## src/rtl/if_pkg.sv

```systemverilog
// Shared types and constants for the instruction fetch stage.
// Optional build macro IF_PERF_CNT_EN is consumed by if_fetch_unit.
package if_pkg;

    localparam int XLEN_DEFAULT = 32;
    localparam int OPCODE_W     = 7;

    localparam logic [31:0] NOP_INSTR = 32'h0000_0013;

    localparam logic [OPCODE_W-1:0] R_TYPE = 7'b0110011;
    localparam logic [OPCODE_W-1:0] LOAD   = 7'b0000011;
    localparam logic [OPCODE_W-1:0] STORE  = 7'b0100011;
    localparam logic [OPCODE_W-1:0] BRANCH = 7'b1100011;

    typedef enum logic {
        BOOT = 1'b0,
        RUN  = 1'b1
    } if_state_t;

    // Saturating 32-bit accumulate used by the event counters.
    function automatic logic [31:0] sat_add32(input logic [31:0] a, input logic [31:0] b);
        logic [32:0] sum;
        sum = {1'b0, a} + {1'b0, b};
        return sum[32] ? 32'hFFFF_FFFF : sum[31:0];
    endfunction

endpackage

```

## src/rtl/if_fifo.sv

```systemverilog
// Synchronous FIFO with flush and occupancy count; DEPTH must be a power of two.
module if_fifo #(
    parameter  int W     = 64,
    parameter  int DEPTH = 2,
    localparam int AW    = $clog2(DEPTH),
    localparam int CW    = AW + 1
) (
    input  logic          clk,
    input  logic          rst_n,
    input  logic          flush,
    input  logic          push,
    input  logic [W-1:0]  wdata,
    input  logic          pop,
    output logic [W-1:0]  rdata,
    output logic          empty,
    output logic          full,
    output logic [CW-1:0] count
);

    localparam logic [AW-1:0] PTR_ONE = AW'(1'b1);
    localparam logic [CW-1:0] CNT_ONE = CW'(1'b1);
    localparam logic [CW-1:0] CNT_MAX = CW'(DEPTH);

    logic [W-1:0]  mem_r [DEPTH];
    logic [AW-1:0] wr_ptr_r;
    logic [AW-1:0] rd_ptr_r;
    logic [CW-1:0] count_r;
    logic          push_ok_s;
    logic          pop_ok_s;

    // Qualify requests against current occupancy.
    always_comb begin
        empty     = (count_r == {CW{1'b0}});
        full      = (count_r == CNT_MAX);
        pop_ok_s  = pop && !empty;
        push_ok_s = push && (!full || pop_ok_s);
        count     = count_r;
        if (empty) begin
            rdata = {W{1'b0}};
        end else begin
            rdata = mem_r[rd_ptr_r];
        end
    end

    // Pointer and occupancy bookkeeping; flush empties the queue in one cycle.
    always_ff @(posedge clk) begin
        if (!rst_n) begin
            wr_ptr_r <= {AW{1'b0}};
            rd_ptr_r <= {AW{1'b0}};
            count_r  <= {CW{1'b0}};
        end else if (flush) begin
            wr_ptr_r <= {AW{1'b0}};
            rd_ptr_r <= {AW{1'b0}};
            count_r  <= {CW{1'b0}};
        end else begin
            if (push_ok_s) begin
                wr_ptr_r <= wr_ptr_r + PTR_ONE;
            end
            if (pop_ok_s) begin
                rd_ptr_r <= rd_ptr_r + PTR_ONE;
            end
            case ({push_ok_s, pop_ok_s})
                2'b10:   count_r <= count_r + CNT_ONE;
                2'b01:   count_r <= count_r - CNT_ONE;
                default: count_r <= count_r;
            endcase
        end
    end

    // Storage array; contents are don't-care while not counted as valid.
    always_ff @(posedge clk) begin
        if (push_ok_s && !flush) begin
            mem_r[wr_ptr_r] <= wdata;
        end
    end

endmodule

```

## src/rtl/if_fetch_unit.sv

```systemverilog
// Instruction fetch stage: PC, in-order imem requests, {pc,instr} buffer and redirect handling.
// Define IF_PERF_CNT_EN to add the perf_fetched / perf_killed event counters.
module if_fetch_unit
    import if_pkg::*;
#(
    parameter int               XLEN     = XLEN_DEFAULT,
    parameter logic [XLEN-1:0]  RESET_PC = {XLEN{1'b0}},
    parameter int               DEPTH    = 2
) (
    input  logic                clk,
    input  logic                rst_n,
    output logic                imem_req_valid,
    input  logic                imem_req_ready,
    output logic [XLEN-1:0]     imem_req_addr,
    input  logic                imem_rsp_valid,
    input  logic [XLEN-1:0]     imem_rsp_data,
    input  logic                redirect_valid,
    input  logic [XLEN-1:0]     redirect_pc,
    output logic                id_valid,
    input  logic                id_ready,
    output logic [XLEN-1:0]     id_instr,
    output logic [XLEN-1:0]     id_pc,
    output logic [OPCODE_W-1:0] id_opcode
`ifdef IF_PERF_CNT_EN
    ,
    output logic [31:0]         perf_fetched,
    output logic [31:0]         perf_killed
`endif
);

    localparam int              CW       = $clog2(DEPTH) + 1;
    localparam int              FW       = 2 * XLEN;
    localparam logic [CW:0]     DEPTH_L  = (CW + 1)'(DEPTH);
    localparam logic [CW-1:0]   CNT_ONE  = CW'(1'b1);
    localparam logic [XLEN-1:0] PC_STEP  = {{(XLEN-3){1'b0}}, 3'b100};
    localparam logic [XLEN-1:0] PC_MASK  = {{(XLEN-2){1'b1}}, 2'b00};

    if_state_t       state_r;
    logic [XLEN-1:0] pc_r;
    logic [CW-1:0]   outstanding_r;
    logic [CW-1:0]   kill_cnt_r;

    logic [CW-1:0]   fifo_count_s;
    logic            fifo_empty_s;
    logic            fifo_full_s;
    logic [FW-1:0]   fifo_rdata_s;
    logic [FW-1:0]   fifo_wdata_s;
    logic [CW:0]     occ_s;
    logic            id_valid_s;
    logic            pop_s;
    logic            req_valid_s;
    logic            accept_s;
    logic            rsp_ok_s;
    logic            push_s;
    logic            discard_s;
    logic [CW-1:0]   outstanding_nxt_s;
    logic [XLEN-1:0] rsp_pc_s;

    // Handshake, credit and response classification.
    always_comb begin
        id_valid_s = !fifo_empty_s && !redirect_valid;
        pop_s      = id_valid_s && id_ready;
        // A slot freed by a pop this cycle can already be re-requested.
        occ_s = {1'b0, outstanding_r} + {1'b0, fifo_count_s} - {{CW{1'b0}}, pop_s};
        if ((state_r == RUN) && !redirect_valid && (occ_s < DEPTH_L)) begin
            req_valid_s = 1'b1;
        end else begin
            req_valid_s = 1'b0;
        end
        accept_s  = req_valid_s && imem_req_ready;
        rsp_ok_s  = imem_rsp_valid && (outstanding_r != {CW{1'b0}});
        push_s    = rsp_ok_s && (kill_cnt_r == {CW{1'b0}}) && !redirect_valid;
        discard_s = rsp_ok_s && !push_s;
        outstanding_nxt_s = outstanding_r + {{(CW-1){1'b0}}, accept_s}
                                          - {{(CW-1){1'b0}}, rsp_ok_s};
        // Live requests are consecutive words ending just below pc_r.
        rsp_pc_s     = pc_r - {{(XLEN-CW-2){1'b0}}, outstanding_r, 2'b00};
        fifo_wdata_s = {rsp_pc_s, imem_rsp_data};
    end

    // Control FSM, PC and in-flight bookkeeping.
    always_ff @(posedge clk) begin
        if (!rst_n) begin
            state_r       <= BOOT;
            pc_r          <= RESET_PC;
            outstanding_r <= {CW{1'b0}};
            kill_cnt_r    <= {CW{1'b0}};
        end else begin
            outstanding_r <= outstanding_nxt_s;
            case (state_r)
                BOOT:    state_r <= RUN;
                RUN:     state_r <= RUN;
                default: state_r <= BOOT;
            endcase
            if (redirect_valid) begin
                pc_r       <= redirect_pc & PC_MASK;
                kill_cnt_r <= outstanding_nxt_s;
            end else begin
                if (accept_s) begin
                    pc_r <= pc_r + PC_STEP;
                end
                if (rsp_ok_s && (kill_cnt_r != {CW{1'b0}})) begin
                    kill_cnt_r <= kill_cnt_r - CNT_ONE;
                end
            end
        end
    end

    if_fifo #(
        .W     (FW),
        .DEPTH (DEPTH)
    ) u_fifo (
        .clk   (clk),
        .rst_n (rst_n),
        .flush (redirect_valid),
        .push  (push_s),
        .wdata (fifo_wdata_s),
        .pop   (pop_s),
        .rdata (fifo_rdata_s),
        .empty (fifo_empty_s),
        .full  (fifo_full_s),
        .count (fifo_count_s)
    );

    assign imem_req_valid = req_valid_s;
    assign imem_req_addr  = pc_r;
    assign id_valid       = id_valid_s;
    assign id_pc          = fifo_rdata_s[FW-1:XLEN];
    assign id_instr       = fifo_rdata_s[XLEN-1:0];
    assign id_opcode      = fifo_rdata_s[OPCODE_W-1:0];

`ifdef IF_PERF_CNT_EN
    logic [31:0] kill_inc_s;

    // Kills are late responses plus buffered entries dropped by a redirect.
    always_comb begin
        if (redirect_valid) begin
            kill_inc_s = {31'h0, discard_s} + 32'(fifo_count_s);
        end else begin
            kill_inc_s = {31'h0, discard_s};
        end
    end

    // Saturating event counters.
    always_ff @(posedge clk) begin
        if (!rst_n) begin
            perf_fetched <= 32'h0;
            perf_killed  <= 32'h0;
        end else begin
            perf_fetched <= sat_add32(perf_fetched, {31'h0, push_s});
            perf_killed  <= sat_add32(perf_killed, kill_inc_s);
        end
    end
`endif

endmodule

```

## config.mk

```make
export PLATFORM = sky130hd
export DESIGN_NAME = if_fetch_unit
export DESIGN_NICKNAME = d
export VERILOG_FILES = /design/src/rtl/if_pkg.sv /design/src/rtl/if_fifo.sv /design/src/rtl/if_fetch_unit.sv
export SDC_FILE = /design/constraint.sdc
export NUM_CORES = 1
export LEC_CHECK = 0
export ABC_AREA = 1
export CAP_MARGIN = 20
export CORE_UTILIZATION = 58
export DETAILED_ROUTE_END_ITERATION = 7
export DONT_BUFFER_PORTS = 1
export PLACE_DENSITY = 0.76
export SLEW_MARGIN = 20
export SYNTH_ARGS = -nofsm -noshare
export SYNTH_HDL_FRONTEND = slang
export SYNTH_HIERARCHICAL = 1
export SYNTH_SLANG_ARGS = --single-unit
```

## constraint.sdc

```tcl
create_clock -name clk -period 8.35 [get_ports clk]
set_input_delay 2.505 -clock clk [delete_from_list [all_inputs] [get_ports clk]]
set_output_delay 2.505 -clock clk [all_outputs]
set_load 0.02 [all_outputs]
```

==> key figures, run 1 <==
Critical path
  – Slowest CP cell: fa_1
  – Largest delay share family, worst path: simple AND/OR/NAND/NOR gates
  – CP arrival: 4.35 ns
  – Reg2Reg Launch Point: u_fifo/count[1]
  – CP Buf/Inv Count: 1
  – Crit path cell chain: nor3b_1, ha_1, inv_1, nand2_1, fa_1, nand3_2, nor2_1
  – Reg2reg setup slack: 3.97 ns
  – Worst Path Required: 5.85 ns
  – Critical path class: in -> out
  – Largest stage delay, worst path: 0.50 ns
  – Crit end category: output port
  – Worst reg-to-reg path cell count: 17
  – Worst R2R End: kill_cnt_r[1]
  – Type of origin of the critical path: input pin
  – CP max FO: 37

Timing
  – Worst-margin pin slew: 0.9238 ns
  – Period minus WS final: 6.852 ns
  – F_max: 145.9 MHz
  – Final Skew: 0.008393 ns
  – Max Transition Viols Final: 0
  – Final Hold Viols: 0
  – Number of setup violations in the final report: 0
  – RSZ-0062 raised after global routing: false
  – Setup TNS: 0 ns
  – Final period utilization: 0.8206
  – Max transition margin: 0.3834

CTS
  – Root buf cell: clkbuf_16
  – CTS max path bufs: 2
  – CTS sink cnt: 168
  – H-tree levels: 4
  – CTS tree: yes
  – Postcts setup bufs: 0
  – Worst-path clk slew: 0.06 ns
  – CTS resizes: 0
  – Inserted Clock Buffers: 17
  – CTS Hold Bufs: 0
  – Worst-Skew Late Latency: 0.42 ns

Yosys
  – Avg Inst Size Synth: 8.583 µm²
  – Yosys warning count: 6
  – Cells after synthesis: 984
  – Mapped cell area: 8446 µm²

Power
  – P_leak: 0.003519 µW
  – Peak VDD IR: 0.1561 mV
  – Total Power: 2092 µW
  – Pwr/cell area: 230.5 nW/µm²

Route
  – Post-DR vias/cell: 5.461
  – Antenna viol nets, final: 0
  – Residual DRC: 0
  – Routed len/inst: 16.17 µm
  – First-pass detailed-route iteration total: 5
  – Routed wire length: 18570 µm
  – Drt initial violations: 621
  – Vias: 6269

Die
  – Die Width: 122.7 µm
  – FP Rows: 43
  – Core region area: 14040 µm²
  – Die Height: 122.7 µm
  – Initial Util: 0.6014
  – Die area: 15050 µm²
  – I/O pins: 175

Global route
  – Routing usage on met2: 0.3957
  – All-layer global routing usage: 0.2549
  – First-pass GRT wire length: 29040 µm
  – Vias in the first global route: 5721
  – Initial antenna violation count: 0
  – Global routing's busiest layer: met2
  – Total grt overflow: 0
  – Largest net degree at the start of global routing: 67
  – Met1 track demand over resource: 0.3517
  – Met3 usage: 0.06273

Layout
  – Total Nets Final: 1035
  – Share of cells above drive strength 1: 0.05992
  – Ant. Diodes: 0
  – Area Growth Syn to Fin: 7.437%

Worst hold path
  – Min-Delay Path Class: reg -> reg
  – Hold Path Origin: u_fifo/rd_ptr_r
  – Hold depth: 1

Outcome
  – Outcome: complete, no violations

Job
  – Max-capacitance violation count: 0

Placed design
  – RD Place Congestion: 0.8907
  – IO Port Bufs: 0
  – Final HPWL DP: 12330 µm
-- per-layer routing --
layer | up-vias | wire length, µm
li1 | 3141 | -
met1 | 2874 | 8605
met2 | 226 | 8348
met3 | 28 | 1350
met4 | 0 | 262
met5 | - | 0
-- report_power, final --
part           total [µW]  internal (µW)  switching [µW]  leakage [µW]
clock network         871            560             311      0.000320
registers            1000            948            52.7       0.00149
logic                 221           67.4             153       0.00171
total                2090           1570             517       0.00352
-- area by class of cell --
cell class                      count  area, µm²
Sequential cell                   168       4646
Multi-Input combinational cell    681       3198
Tap cell                          180      225.2
Inverter                           83      317.8
Clock inverter                     13      224.0
Fill cell                        1180       4969
Clock buffer                       19      432.9
Timing Repair Buffer                4      30.03
-- sequential cells by signal, indices dropped and copies added (netlist names), named ones only --
| name | cells |
|---|---|
| outstanding_r | 2 |
| kill_cnt_r | 2 |
| state_r | 1 |
| u_fifo/rd_ptr_r | 1 |
| u_fifo/mem_r | 128 |
| u_fifo/wr_ptr_r | 1 |
| imem_req_addr | 30 |
| u_fifo/count | 2 |
-- cell usage in the layout (no fill, tap or decap), drive strengths merged --
master    n
o21bai    4
nor3b     1
inv      80
nor2    110
dfxtp    40
o21a      1
clkinv   10
bufinv    6
xor2     29
ha        8
nand3b    1
xnor2     4
nand2   313
nand3    72
clkbuf   19
conb      6
nand4     3
nor4      1
fa        2
nor3      6
edfxtp  128
and2      1
o21ai    18
buf       4
a21oi   101
-- worst max path at each step --
stage | startpoint | endpoint | slack (ns) | cells past startpoint
after floorplan | redirect_valid | u_fifo/mem_r[0][0] | 0.11 | 5
after global placement | redirect_valid | imem_req_valid | 1.53 | 7
after detailed placement | redirect_valid | imem_req_valid | 1.51 | 7
after CTS | redirect_valid | imem_req_valid | 1.51 | 7
after global routing | redirect_valid | imem_req_valid | 1.44 | 7
final | redirect_valid | imem_req_valid | 1.50 | 7
-- per-stage QoR --
| stage | hold WS [ns] | cells | setup slack (ns) | utilization | area [µm²] |
|---|---|---|---|---|---|
| final | 0.4560 | 1148 | 1.498 | 0.6462 | 9074 |
| after global routing | 0.4724 | 1148 | 1.445 | 0.6462 | 9074 |
| after CTS | 0.4483 | 1148 | 1.510 | 0.6461 | 9072 |
| after detailed placement | 0.4350 | 1116 | 1.510 | 0.5993 | 8416 |
| after global placement | 0.4373 | 1116 | 1.526 | 0.5993 | 8416 |
| after floorplan | 0.4255 | 989 | 0.1095 | - | 8464 |
Power figures use the tool's default switching activity.
==> run 2, diff against run 1 <==
==> constraint.sdc (replaced) <==
create_clock -name clk -period 5.8 [get_ports clk]
set_input_delay 1.74 -clock clk [delete_from_list [all_inputs] [get_ports clk]]
set_output_delay 1.74 -clock clk [all_outputs]
set_load 0.02 [all_outputs]
==> key figures, run 2 (synthesis gave the netlist of run 1 again) <==
Timing
  – Worst-margin pin slew: 0.8759 ns (was 0.9238 ns)
  – Setup TNS: 0 ns (unchanged)
  – Number of setup violations in the final report: 0 (unchanged)
  – Period minus WS final: 5.294 ns
  – Max transition margin: 0.4152 (was 0.3834)
  – Final Hold Viols: 0 (unchanged)
  – Final period utilization: 0.9128
  – Final Skew: 0.01133 ns (was 0.008393 ns)
  – Max Transition Viols Final: 0 (unchanged)
  – RSZ-0062 raised after global routing: false (unchanged)
  – F_max: 188.9 MHz

CTS
  – CTS Hold Bufs: 0 (unchanged)
  – CTS resizes: 0 (unchanged)
  – CTS max path bufs: 2 (unchanged)
  – Postcts setup bufs: 0 (unchanged)
  – Root buf cell: clkbuf_16 (unchanged)
  – H-tree levels: 4 (unchanged)
  – Worst-Skew Late Latency: 0.42 ns (about the same)
  – CTS sink cnt: 168 (unchanged)
  – Inserted Clock Buffers: 17 (unchanged)
  – CTS tree: yes (unchanged)
  – Worst-path clk slew: 0.06 ns (about the same)

Global route
  – All-layer global routing usage: 0.2524 (was 0.2549)
  – Vias in the first global route: 5646 (was 5721)
  – Total grt overflow: 0 (unchanged)
  – Initial antenna violation count: 0 (unchanged)
  – Largest net degree at the start of global routing: 66 (was 67)
  – First-pass GRT wire length: 28700 µm (was 29040 µm)

Die
  – FP Rows: 43 (unchanged)
  – Die Height: 122.7 µm (unchanged)
  – Die Width: 122.7 µm (unchanged)
  – Initial Util: 0.6014 (unchanged)
  – Core region area: 14040 µm² (unchanged)
  – I/O pins: 175 (unchanged)
  – Die area: 15050 µm² (unchanged)

Layout
  – Fillers: 1178 (was 1180)
  – Share of cells above drive strength 1: 0.06186 (was 0.05992)
  – Ant. Diodes: 0 (unchanged)
  – Seq. cell area: 4646 µm² (unchanged)
  – Max FFs per register: 128 (unchanged)
  – Commonest non-fill, non-tap cell in the layout: nand2_1 (unchanged)
  – Footprint of the multi-input gates: 3198 µm² (unchanged)
  – Biggest register: u_fifo/mem_r (unchanged)
  – Total Nets Final: 1037 (was 1035)
  – Finished Core Util: 0.6439 (was 0.6462)
  – Most frequent cells in the layout: nand2_1, edfxtp_1, a21oi_1 (unchanged)
  – Area Growth Syn to Fin: 7.067% (was 7.437%)

Route
  – Drt initial violations: 493 (was 621)
  – First-pass detailed-route iteration total: 6 (was 5)
  – Vias: 6229 (was 6269)
  – Post-DR vias/cell: 5.417 (was 5.461)
  – Residual DRC: 0 (unchanged)
  – Antenna viol nets, final: 0 (unchanged)
  – Routed wire length: 18440 µm (was 18570 µm)
  – Routed len/inst: 16.04 µm (was 16.17 µm)

Critical path
  – Worst setup startpoint: redirect_valid (unchanged)
  – Reg2reg setup slack: 2.30 ns (was 3.97 ns)
  – Setup crit end: imem_req_valid (unchanged)
  – CP arrival: 3.55 ns (was 4.35 ns)
  – Worst R2R End: kill_cnt_r[1] (unchanged)
  – Crit end category: output port (unchanged)
  – Critical path class: in -> out (unchanged)
  – Worst reg-to-reg path cell count: 16 (was 17)
  – Type of origin of the critical path: input pin (unchanged)
  – Worst Path Required: 4.06 ns (was 5.85 ns)
  – CP max FO: 37 (unchanged)
  – Reg2Reg Launch Point: u_fifo/count[1] (unchanged)

Job
  – Max-capacitance violation count: 0 (unchanged)

Placed design
  – IO Port Bufs: 0 (unchanged)
  – Final HPWL DP: 12650 µm (was 12330 µm)
  – RD Place Congestion: 0.8771 (was 0.8907)

Power
  – Peak VDD IR: 0.2232 mV (was 0.1561 mV)
  – P_leak: 0.003499 µW (was 0.003519 µW)
  – Pwr/cell area: 322.2 nW/µm² (was 230.5 nW/µm²)
  – Total Power: 2914 µW (was 2092 µW)

Outcome
  – Outcome: complete, no violations (unchanged)

Worst hold path
  – Min-Delay Path Class: reg -> reg (unchanged)
==> run 2: cell count changes in the layout (fill, tap and decap cells not counted), sizes merged <==
cell | previous run | this run
bufinv | 6 | 4
clkinvlp | 0 | 2
clkinv | 10 | 8
inv | 80 | 81
buf | 4 | 6
clkbuf | 19 | 20
==> run 2: how the worst min path moves through the flow <==
stage / from / endpoint / slack, ns / cells past startpoint
3_3_place_gp: u_fifo/rd_ptr_r / register / 0.43 / 1
5_1_grt: u_fifo/rd_ptr_r / register / 0.47 / 1
3_5_place_dp: u_fifo/rd_ptr_r / register / 0.44 / 1
6_report: u_fifo/rd_ptr_r / register / 0.46 / 1
2_1_floorplan: u_fifo/rd_ptr_r / register / 0.43 / 1
4_1_cts: u_fifo/rd_ptr_r / register / 0.45 / 1
==> run 2: cell type report <==
class	count	area share
multi-input cells	681	0.3537
well taps	180	0.02491
clock inverters	12	0.01937
flip-flops and latches	168	0.5138
repair buffers	6	0.004981
inverters	83	0.03501
clock buffers	20	0.04829
==> run 2: layer usage <==
metal,part of all wire,track usage,vias up,wire (µm)
met3,0.086,0.07714,21,1592
li1,-,-,3145,-
met1,0.43,0.3324,2818,7986
met2,0.46,0.3971,245,8574
met4,0.016,0.08308,0,289
met5,0,0,-,0
==> run 2: power by group <==
group / internal [µW] / total [µW] / switching [µW]
Clock: 720 / 1160 / 437
Combinational: 97.2 / 317 / 220
Sequential: 1360 / 1440 / 75.8
==> run 2: worst max-delay path: stages <==
cell,delay (ns)
nor3b_1,0.44
ha_1,0.33
inv_1,0.05
nand2_1,0.05
fa_1,0.50
nand3_2,0.09
nor2_1,0.35
==> run 2: through the flow <==
| step | instance area (µm²) | cells | hold WS [ns] | setup slack, ns |
|---|---|---|---|---|
| final | 9042 | 1150 | 0.4631 | 0.5060 |
| after global routing | 9042 | 1150 | 0.4699 | 0.4122 |
| after CTS | 9042 | 1150 | 0.4511 | 0.5002 |
| after detailed placement | 8431 | 1118 | 0.4386 | 0.4998 |
| after global placement | 8431 | 1118 | 0.4331 | 0.5239 |
| after floorplan | 8464 | 989 | 0.4255 | -1.676 |
